## src/rtl/fir_ntap_prog.sv

```systemverilog
// fir_ntap_prog: N-tap transposed-form FIR with programmable coefficients, rounding, saturation and flush
module fir_ntap_prog #(
  parameter int DATA_W = 8,
  parameter int COEF_W = 8,
  parameter int NTAPS  = 3,
  parameter int OUT_W  = 16,
  parameter int SHIFT  = 0
) (
  input  logic                       clk,
  input  logic                       rst_n,
  input  logic                       in_valid,
  input  logic signed [DATA_W-1:0]   x,
  input  logic                       flush,
  input  logic                       coef_we,
  input  logic [$clog2(NTAPS)-1:0]   coef_addr,
  input  logic signed [COEF_W-1:0]   coef_data,
  output logic                       out_valid,
  output logic signed [OUT_W-1:0]    y,
  output logic                       out_sat
);
  localparam int ACC_W = DATA_W + COEF_W + $clog2(NTAPS);
  localparam int WW = ACC_W + OUT_W + 1;
  localparam logic signed [WW-1:0] HALF = (WW'(1) << SHIFT) >> 1;
  localparam logic signed [WW-1:0] MAXV = {{(WW-OUT_W+1){1'b0}}, {(OUT_W-1){1'b1}}};
  localparam logic signed [WW-1:0] MINV = {{(WW-OUT_W+1){1'b1}}, {(OUT_W-1){1'b0}}};
  logic signed [COEF_W-1:0] h_q [NTAPS];
  logic signed [ACC_W-1:0]  s_q [NTAPS-1];
  logic signed [ACC_W-1:0]  hx [NTAPS];
  logic signed [ACC_W-1:0]  acc;
  logic signed [WW-1:0]     sh;
  logic signed [OUT_W-1:0]  y_d, y_q;
  logic                     sat_hi, sat_lo, sat_d, sat_q, out_valid_q;
  // products at full accumulator width, round, shift and clamp the newest sum
  always_comb begin
    for (int k = 0; k < NTAPS; k++) hx[k] = ACC_W'(h_q[k]) * ACC_W'(x);
    acc = hx[0] + s_q[0];
    sh = (WW'(acc) + HALF) >>> SHIFT;
    sat_hi = sh > MAXV;
    sat_lo = sh < MINV;
    y_d = sat_hi ? MAXV[OUT_W-1:0] : sat_lo ? MINV[OUT_W-1:0] : sh[OUT_W-1:0];
    sat_d = sat_hi | sat_lo;
  end
  // coefficient writes, delay-line advance on accepted samples, registered result
  always_ff @(posedge clk) begin
    if (!rst_n) begin
      for (int k = 0; k < NTAPS; k++) h_q[k] <= '0;
      for (int k = 0; k < NTAPS-1; k++) s_q[k] <= '0;
      y_q <= '0;
      sat_q <= 1'b0;
      out_valid_q <= 1'b0;
    end else begin
      if (coef_we && int'(coef_addr) < NTAPS) h_q[coef_addr] <= coef_data;
      out_valid_q <= in_valid && !flush;
      if (flush) begin
        for (int k = 0; k < NTAPS-1; k++) s_q[k] <= '0;
      end else if (in_valid) begin
        for (int k = 0; k < NTAPS-2; k++) s_q[k] <= hx[k+1] + s_q[k+1];
        s_q[NTAPS-2] <= hx[NTAPS-1];
        y_q <= y_d;
        sat_q <= sat_d;
      end
    end
  end
  assign out_valid = out_valid_q;
  assign y = y_q;
  assign out_sat = sat_q;
endmodule

```

## config.mk

```make
export PLATFORM = sky130hd
export DESIGN_NAME = fir_ntap_prog
export DESIGN_NICKNAME = d
export VERILOG_FILES = /design/src/rtl/fir_ntap_prog.sv
export SDC_FILE = /design/constraint.sdc
export NUM_CORES = 1
export LEC_CHECK = 0
export ABC_AREA = 1
export CORE_UTILIZATION = 35
export DETAILED_ROUTE_END_ITERATION = 10
export PLACE_DENSITY_LB_ADDON = 0.2
export SETUP_SLACK_MARGIN = 0.5
export SYNTH_ARGS = -nofsm -noshare
export SYNTH_HDL_FRONTEND = slang
export SYNTH_SLANG_ARGS = --single-unit
```

## constraint.sdc

```tcl
create_clock -name clk -period 7.13 [get_ports clk]
set_clock_uncertainty 0.15 [all_clocks]
set_input_delay 1.0695 -clock clk [delete_from_list [all_inputs] [get_ports clk]]
set_output_delay 1.0695 -clock clk [all_outputs]
set_load 0.02 [all_outputs]
```

==> results.yml <==
clock_tree:
  cts.repair.resized: 0
  cts_buffer_depth: 2
  postCtsSetupBuffers: 0
  clk_pin_slew_worst_paths_ns: 0.07
  ctsHoldBuffers: 0
  cts-htree-levels: 3
  root_buffer: "clkbuf_16"
  cts_made_buffers: 9
  clk_latency_ns: 0.37
  clock_sinks: 76
  tritoncts: "built"
synth:
  syn_inst: 1439
  avgSynthCellArea_um2: 8.45
  yosysUniqueCellTypes: 36
  synth-seq-cells: 76
  synth_area_mm2: 0.0122
  ys_seq_area_frac: 0.173
  ys_warn_count: 0
  syn-num-nets: 1787
place:
  dpl.hpwl_um: 22600
  place_area_mm2: 0.0131
  place_congestion: 0.834
  io_buffers: 40
sta:
  finalCritPeriodShare: 0.873
  tightest_slew_ns: 0.727
  max_freq_mhz: 161
  hold_viol_final: 0
  period_needed_ns: 6.22
  slew_violations: 0
  rsz0062_at_grt: "no"
  relSlewSlack: 0.514
  setup-violations-final: 0
  setup_tns_ns: 0
routing:
  drc: 0
  ant_nets: 0
  first_pass_iters: 5
  drtIter0Drc: 373
  avgRoutedWirePerCell_um: 14.0
  num_vias: 8713
  viasPerCell: 4.55
  wirelength_um: 26800
global_routing:
  grt_overflow_total: 0
  grt_pass1_wl_um: 47200
  gr-usage-all-layers: 0.168
  grt_max_degree: 35
  grt_antenna_before_repair: 0
  grt_pass1_vias: 9437
worst_setup_path:
  crit_path_start_kind: "primary input"
  crit_type: "primary input to flop"
  path_common_cell: "fa_1"
  worstPathCellList: "clkdlybuf4s50_1 > inv_1 > or2_2 > fa_1 > fa_1 > inv_1 > fa_1 > fa_1 > fa_1 > ha_1 > a21oi_1 > nand2_1 > nand3_1 > nand3_1 > nand2_1 > nand4_1 > a21oi_2 > buf_4 > nand2_1 > nand2_1 > inv_1"
  end_kind: "flop"
  crit_slowest_cell: "clkdlybuf4s50_1"
  cp_max_fo: 6
  worstPathRequired_ns: 7.24
  max_stage_delay_ns: 0.62
  cp_data_arrival_time_ns: 6.34
final_layout:
  design_area_mm2: 0.0134
  fin_util: 0.396
  syn_to_final_growth_pct: 10.2
  fin_nets: 1811
  layout-drive-gt1-share: 0.0525
  fillers: 3496
  diodes: 0
floorplan:
  die_w_um: 188
  boundaryPins: 41
  num_rows: 67
  initial_utilization: 0.359
  core-area_mm2: 0.0339
  dieArea_mm2: 0.0355
  die_h_um: 188
run:
  cap_violations: 0
run_status:
  status: "finished, final reports clean"
worst_hold_path:
  hold_class: "flop to flop"
path summary, 6_finish.rpt:
path	from	end	slack (ns)	depth (start not counted)
min reg2reg	y[4]$_SDFFE_PN0P_	y[4]$_SDFFE_PN0P_	0.31	2
max reg2reg	h_q[0][7]$_SDFFCE_PN0P_	out_sat$_SDFFE_PN0P_	1.72	21
min	y[4]$_SDFFE_PN0P_	y[4]$_SDFFE_PN0P_	0.31	2
max	x[7]	out_sat$_SDFFE_PN0P_	0.91	21
cells by family after synthesis:
kind of cell / after synthesis / share of synthesized area
AO/OA/AOI/OAI: 120 / 0.0571
AND/OR/NAND/NOR: 438 / 0.146
adder cells (fa/ha/maj): 325 / 0.466
XOR/XNOR: 18 / 0.0130
buffers and inverters: 462 / 0.144
flip-flops: 76 / 0.173
synthesized netlist by cell type (all sizes together):
cell     instances  area share
a21oi           64       0.031
o21a             2      0.0012
nand3           27       0.012
nor3             4      0.0025
o21bai           2      0.0012
clkinv           1     0.00031
nor4             1     0.00051
o31ai            1     0.00062
edfxtp          58        0.14
a221oi           1     0.00072
o21ai           41       0.017
clkbuf          45       0.014
fa             214        0.35
dfxtp           18       0.030
buf              3      0.0023
a31oi            1     0.00051
inv            413        0.13
or2             17      0.0087
nor2            76       0.024
xnor2           11      0.0079
nand2          307       0.096
o2111ai          2      0.0014
nand3b           1     0.00062
xor2             7      0.0050
nand4            5      0.0026
ha             111        0.11
a211o            1     0.00072
a21o             5      0.0031
metal layers:
metal  vias up  wire length, um  track usage
met5         -                0            0
met4         0              439       0.0409
met3        20             1090       0.0199
met2       161            12100        0.273
met1      4264            13200        0.237
li1       4268                -            -
sequential cells by signal, summed over array words and instances, names as in the netlist:
signal / cells
out_valid: 1
y: 16
h_q: 24
s_q: 34
out_sat: 1
layout by cell type (no fill, tap or decap), types with 5 or more instances in the layout:
master / Yosys / layout
inv_1: 413 / 413
nand4_1: 5 / 5
nand3_1: 26 / 26
nand2_1: 301 / 301
clkdlybuf4s50_1: 0 / 40
a21o_1: 5 / 5
nor2_1: 74 / 74
clkbuf_16: 0 / 9
buf_4: 0 / 20
dfxtp_1: 18 / 18
xor2_1: 7 / 7
fa_1: 214 / 214
xnor2_1: 11 / 11
edfxtp_1: 58 / 58
a21oi_1: 52 / 52
a21oi_2: 11 / 11
or2_2: 17 / 17
ha_1: 111 / 111
o21ai_0: 41 / 41
nand2_2: 6 / 6
metrics by stage:
stage                     hold slack [ns]  worst slack (ns)  cells
after CTS                           0.317             0.852   1916
after global placement              0.303             0.522   1900
after detailed placement            0.306             0.476   1900
after global routing                0.333             0.585   1916
after floorplan                     0.395              1.48   1439
final                               0.314             0.906   1916
worst max-delay path, delay by kind of cell:
family / cells / cell delay (ns)
fa+ha+maj: 6 / 2.89
simple gates: 8 / 0.99
compound gates: 2 / 0.39
buf+inv: 5 / 0.98
final cells by class:
cell class	instances	area (um2)	area share
clock buffers	9	225	0.0168
flip-flops and latches	76	2100	0.157
well taps	448	561	0.0418
repair buffers	61	571	0.0426
inverters	414	1550	0.116
clock inverters	7	82.6	0.00616
multi-input cells	901	8300	0.620
Power is not shown: default switching activity piles up to over one toggle a cycle in this logic, so the estimate is an artifact.
